**src/rtl/fetch_unit.sv**
```systemverilog
// Instruction fetch unit: owns the program counter, fetches from instruction
// memory over a single-outstanding request/response port, presents the word to
// decode over valid/ready, and prefetches pc+4 while decode is stalled.
module fetch_unit #(
    parameter logic [31:0] RESET_PC    = 32'h0000_0000,
    parameter int          PREFETCH_EN = 1
) (
    input  logic        clk,
    input  logic        rst_n,
    input  logic [31:0] next_pc,
    output logic [31:0] pc,
    output logic        imem_req_valid,
    input  logic        imem_req_ready,
    output logic [31:0] imem_addr,
    input  logic        imem_rsp_valid,
    input  logic [31:0] imem_rsp_data,
    output logic        inst_valid,
    input  logic        inst_ready,
    output logic [31:0] inst,
    output logic [31:0] inst_pc,
    output logic        inst_misaligned
);

    typedef enum logic [1:0] {REQ, WAIT, HOLD, DRAIN} state_t;
    typedef enum logic [1:0] {PF_NONE, PF_PEND, PF_RDY} pf_t;

    state_t      state, state_next;
    pf_t         pf, pf_next;
    logic [31:0] pc_next;
    logic [31:0] inst_q, inst_q_next;
    logic [31:0] pf_q, pf_q_next;
    logic        misaligned, misaligned_next;

    logic [31:0] pc_plus4;
    logic        fetch_issue;
    logic        pf_issue;
    logic        req_fire;
    logic        accept;
    logic        seq;
    logic        pf_rsp;

    // Request/handshake decode; reset forces both valids low whatever the state.
    always_comb begin
        pc_plus4        = pc + 32'd4;
        fetch_issue     = (state == REQ) && (pc[1:0] == 2'b00);
        pf_issue        = (state == HOLD) && (PREFETCH_EN != 0) &&
                          (pf == PF_NONE) && !misaligned;
        imem_req_valid  = rst_n && (fetch_issue || pf_issue);
        imem_addr       = pf_issue ? pc_plus4 : pc;
        req_fire        = imem_req_valid && imem_req_ready;
        inst_valid      = rst_n && (state == HOLD);
        inst            = inst_q;
        inst_pc         = pc;
        inst_misaligned = misaligned;
        accept          = inst_valid && inst_ready;
        seq             = (next_pc == pc_plus4);
        pf_rsp          = (pf == PF_PEND) && imem_rsp_valid;
    end

    // Next-state logic for the main FSM, the prefetch sub-state and the datapath.
    always_comb begin
        state_next      = state;
        pf_next         = pf;
        pc_next         = pc;
        inst_q_next     = inst_q;
        pf_q_next       = pf_q;
        misaligned_next = misaligned;
        case (state)
            REQ: begin
                if (pc[1:0] != 2'b00) begin
                    state_next      = HOLD;
                    misaligned_next = 1'b1;
                    inst_q_next     = '0;
                end else if (req_fire) begin
                    state_next = WAIT;
                end
            end
            WAIT: begin
                if (imem_rsp_valid) begin
                    inst_q_next = imem_rsp_data;
                    state_next  = HOLD;
                end
            end
            HOLD: begin
                if (accept) begin
                    pc_next         = next_pc;
                    misaligned_next = 1'b0;
                    pf_next         = PF_NONE;
                    if (seq && (pf == PF_RDY)) begin
                        inst_q_next = pf_q;
                    end else if (seq && pf_rsp) begin
                        inst_q_next = imem_rsp_data;
                    end else if (seq && ((pf == PF_PEND) || req_fire)) begin
                        state_next = WAIT;
                    end else if (pf_rsp) begin
                        state_next = REQ;
                    end else if ((pf == PF_PEND) || req_fire) begin
                        state_next = DRAIN;
                    end else begin
                        state_next = REQ;
                    end
                end else if (req_fire) begin
                    pf_next = PF_PEND;
                end else if (pf_rsp) begin
                    pf_q_next = imem_rsp_data;
                    pf_next   = PF_RDY;
                end
            end
            DRAIN: begin
                if (imem_rsp_valid) begin
                    state_next = REQ;
                end
            end
            default: state_next = REQ;
        endcase
    end

    // State and datapath registers with synchronous active-low reset.
    always_ff @(posedge clk) begin
        if (!rst_n) begin
            state      <= REQ;
            pf         <= PF_NONE;
            pc         <= RESET_PC;
            inst_q     <= '0;
            pf_q       <= '0;
            misaligned <= 1'b0;
        end else begin
            state      <= state_next;
            pf         <= pf_next;
            pc         <= pc_next;
            inst_q     <= inst_q_next;
            pf_q       <= pf_q_next;
            misaligned <= misaligned_next;
        end
    end

endmodule

```
**config.mk**
```make
export PLATFORM = sky130hd
export DESIGN_NAME = fetch_unit
export DESIGN_NICKNAME = d
export VERILOG_FILES = /design/src/rtl/fetch_unit.sv
export SDC_FILE = /design/constraint.sdc
export NUM_CORES = 1
export LEC_CHECK = 0
export CAP_MARGIN = 20
export CORE_MARGIN = 1.5
export CORE_UTILIZATION = 44
export DETAILED_ROUTE_END_ITERATION = 10
export GPL_TIMING_DRIVEN = 0
export PLACE_DENSITY = 0.79
export RECOVER_POWER = 50
export SLEW_MARGIN = 20
export SYNTH_ARGS = -nofsm -noshare
export SYNTH_HDL_FRONTEND = slang
export SYNTH_SLANG_ARGS = --single-unit
```
**constraint.sdc**
```tcl
create_clock -name clk -period 3.22 [get_ports clk]
set_input_delay 0.966 -clock clk [delete_from_list [all_inputs] [get_ports clk]]
set_output_delay 0.966 -clock clk [all_outputs]
set_load 0.05 [all_outputs]
```
==> qor.yml <==
gr-total-overflow: 0
p_switching_mw: 2.42
final_nets: 1276
worstMarginPinSlew_ns: 1.20
layoutNonFillerInstCount: 1393
cts.htree.levels: 3
ant_nets: 0
vias_per_cell: 6.48
finalSetupViolCount: 51
die_area_sq_um: 16200
synth_area_sq_um: 6790
io_pins: 200
placed_cells: 1313
dieHeight_um: 127
p_leak_nw: 4.71
ys_ff_latch: 101
diodes: 0
power.density_nw_per_um2: 465
crit_required_ns: 3.48
post-route-util: 0.783
dpl_cell_area_sq_um: 9350
max-vdd-ir-drop_mv: 0.517
seq_area_frac_synth: 0.298
place.port_buffers: 198
report.final.slew_viol_count: 0
grt_max_degree: 19
cts_tree: "yes"
drc: 0
status: "finished, violations left"
antenna_found_initial: 0
gp_congestion: 0.890
cap_viol_max_count: 0
synth_area_per_cell_sq_um: 7.32
cts_num_sinks: 101
wl_per_cell_um: 22.8
hpwl_um: 17100
grt_pass1_vias: 7692
fin_area_sq_um: 11900
synth_top_area_cell: "dfxtp_1"
synthToLayoutAreaGrowth_pct: 74.7
fin_skew_ns: 0.0153
worstPathArrival_ns: 3.68
firstDrtPassIters: 7
start_util: 0.448
p_int_mw: 3.10
cts_buffers: 9
die_w_um: 127
core-area_sq_um: 15100
syn_nets: 1003
yosysTopAreaCellShare: 0.298
cp-start-kind: "flop"
drt-initial-drc-count: 1381
crit_path_max_fanout: 10
max-slew-margin-rel: 0.200
grt_use_total: 0.312
clock_latency_ns: 0.39
clock_path_buffers: 2
path_clk_slew_ns: 0.08
synthFlopType: "dfxtp_1"
violations: "setup timing"
p_sw_frac: 0.439
drive_gt1_frac: 0.336
hold_viol: 0
post-synth-top-count-cell: "nand2_1"
pwr-share-seq: 0.262
synth_edf_count: 0
fill_cells: 870
grt_pass1_wl_um: 40000
clkPwrFrac: 0.220
cts_hold_buf: 0
rows: 45
synthCells: 927
yosys_warnings: 0
synth_area_leaders: "dfxtp_1 30%, nand2_1 11%, xnor2_1 5.8%"
period_minus_slack_ns: 3.42
max_freq_mhz: 292
path_class: "reg -> reg"
place_ws_ns: -1.16
synthTopCellsByCount: "192 x nand2_1, 101 x dfxtp_1, 60 x clkbuf_1"
rsz0062_at_grt: "true"
comb_power_share: 0.518
synth_cell_types: 58
async_flop_share: 0
finalCritPeriodShare: 1.06
wl_um: 31800
clock_tree.root_cell: "clkbuf_16"
hp-class: "reg -> reg"
setup_ws_ns: -0.205
vias: 9032
cp-end-kind: "flop"
[what timing repair did]
| action | in CTS | in global routing |
|---|---|---|
| gates cloned | 3 | 5 |
| pin swaps | 50 | 57 |
| resized for setup | 399 | 154 |
| buffers inserted | 46 | 27 |
| endpoints found under the hold margin | 0 | 0 |
| setup endpoints to repair | 66 | 64 |
[metrics by stage]
stage	setup TNS, ns	power [mW]	hold slack (ns)
detailed placement	-59.21	3.44	0.447
CTS	-2.18	5.00	0.458
floorplan	-4.03	2.78	0.437
global route	-11.71	5.63	0.471
global placement	-57.18	3.42	0.442
finish	-6.31	5.52	0.459
[per-layer routing]
layer  global-route usage  wire [um]  vias up
met3               0.0729       3440      273
met2                0.512      14700      791
met4                0.152       2380        0
met1                0.388      11300     4227
li1                     -          -     3741
met5                    0          0        -
[flip-flops by register name, summed over array words and instances (netlist names)]
signal           flops
inst                32
inst_misaligned      1
inst_pc             32
pf                   2
pf_q                32
state                2
[layout by cell type, fill, tap and decap left out, types with 14 or more instances in the layout]
| cell | netlist | final |
|---|---|---|
| nand2_1 | 192 | 189 |
| clkdlybuf4s50_1 | 0 | 144 |
| buf_4 | 35 | 113 |
| dfxtp_1 | 101 | 74 |
| and2_1 | 49 | 48 |
| a21oi_1 | 41 | 41 |
| inv_1 | 42 | 40 |
| clkbuf_1 | 60 | 38 |
| o21ai_0 | 38 | 37 |
| nor4_4 | 1 | 30 |
| buf_6 | 2 | 27 |
| xnor2_2 | 0 | 23 |
| nand4_1 | 21 | 21 |
| o32ai_1 | 32 | 20 |
| nor2_1 | 23 | 16 |
| clkbuf_16 | 0 | 15 |
| nand3_1 | 20 | 15 |
| xnor2_1 | 45 | 15 |
| dfxtp_4 | 0 | 15 |
| dlygate4sd2_1 | 0 | 14 |
[power groups by stage]
| stage | clock network, mW | logic [mW] | registers [mW] |
|---|---|---|---|
| floorplan | 0 | 1.15 | 1.63 |
| global placement | 0 | 2.00 | 1.43 |
| detailed placement | 0 | 2.01 | 1.43 |
| CTS | 1.19 | 2.37 | 1.44 |
| global route | 1.25 | 2.93 | 1.45 |
| finish | 1.22 | 2.86 | 1.44 |
[worst max-delay path, stage by stage, from the launching register on]
cell,delay [ns]
dfxtp_1,0.38
clkbuf_2,0.29
nand4_1,0.22
nor4_4,0.39
xnor2_1,0.14
o31ai_2,0.31
o211a_1,0.20
nand4_1,0.17
or3_4,0.55
clkbuf_16,0.22
a221oi_2,0.30
o32ai_1,0.12
[worst paths after layout]
kind                                  from                    end  slack (ns)  depth (start not counted)
setup reg to reg  inst_pc[27]$_SDFFE_PN0P_   inst[8]$_SDFFE_PN0P_       -0.20                         11
hold / removal       pf_q[23]$_SDFFE_PN0P_  pf_q[23]$_SDFFE_PN0P_        0.46                          2
hold reg to reg      pf_q[23]$_SDFFE_PN0P_  pf_q[23]$_SDFFE_PN0P_        0.46                          2
setup / recovery  inst_pc[27]$_SDFFE_PN0P_   inst[8]$_SDFFE_PN0P_       -0.20                         11
[cell type report]
type / count / area [sq um] / area share
clock inverter: 6 / 77.6 / 0.00654
tap: 188 / 235 / 0.0198
sequential: 101 / 2090 / 0.177
timing repair buffer: 279 / 2630 / 0.222
inverter: 42 / 168 / 0.0141
multi-input combinational: 666 / 5680 / 0.479
clock buffer: 10 / 229 / 0.0193
buffer: 101 / 743 / 0.0627
[cells by family after synthesis]
| group | Yosys count | share of synthesized area |
|---|---|---|
| AO/OA/AOI/OAI | 173 | 0.173 |
| XOR/XNOR | 66 | 0.0852 |
| adder cells (fa/ha/maj) | 7 | 0.0129 |
| buffers and inverters | 160 | 0.114 |
| flip-flops | 101 | 0.298 |
| multiplexers | 4 | 0.00608 |
| AND/OR/NAND/NOR | 416 | 0.311 |
Power figures use the tool's default switching activity.
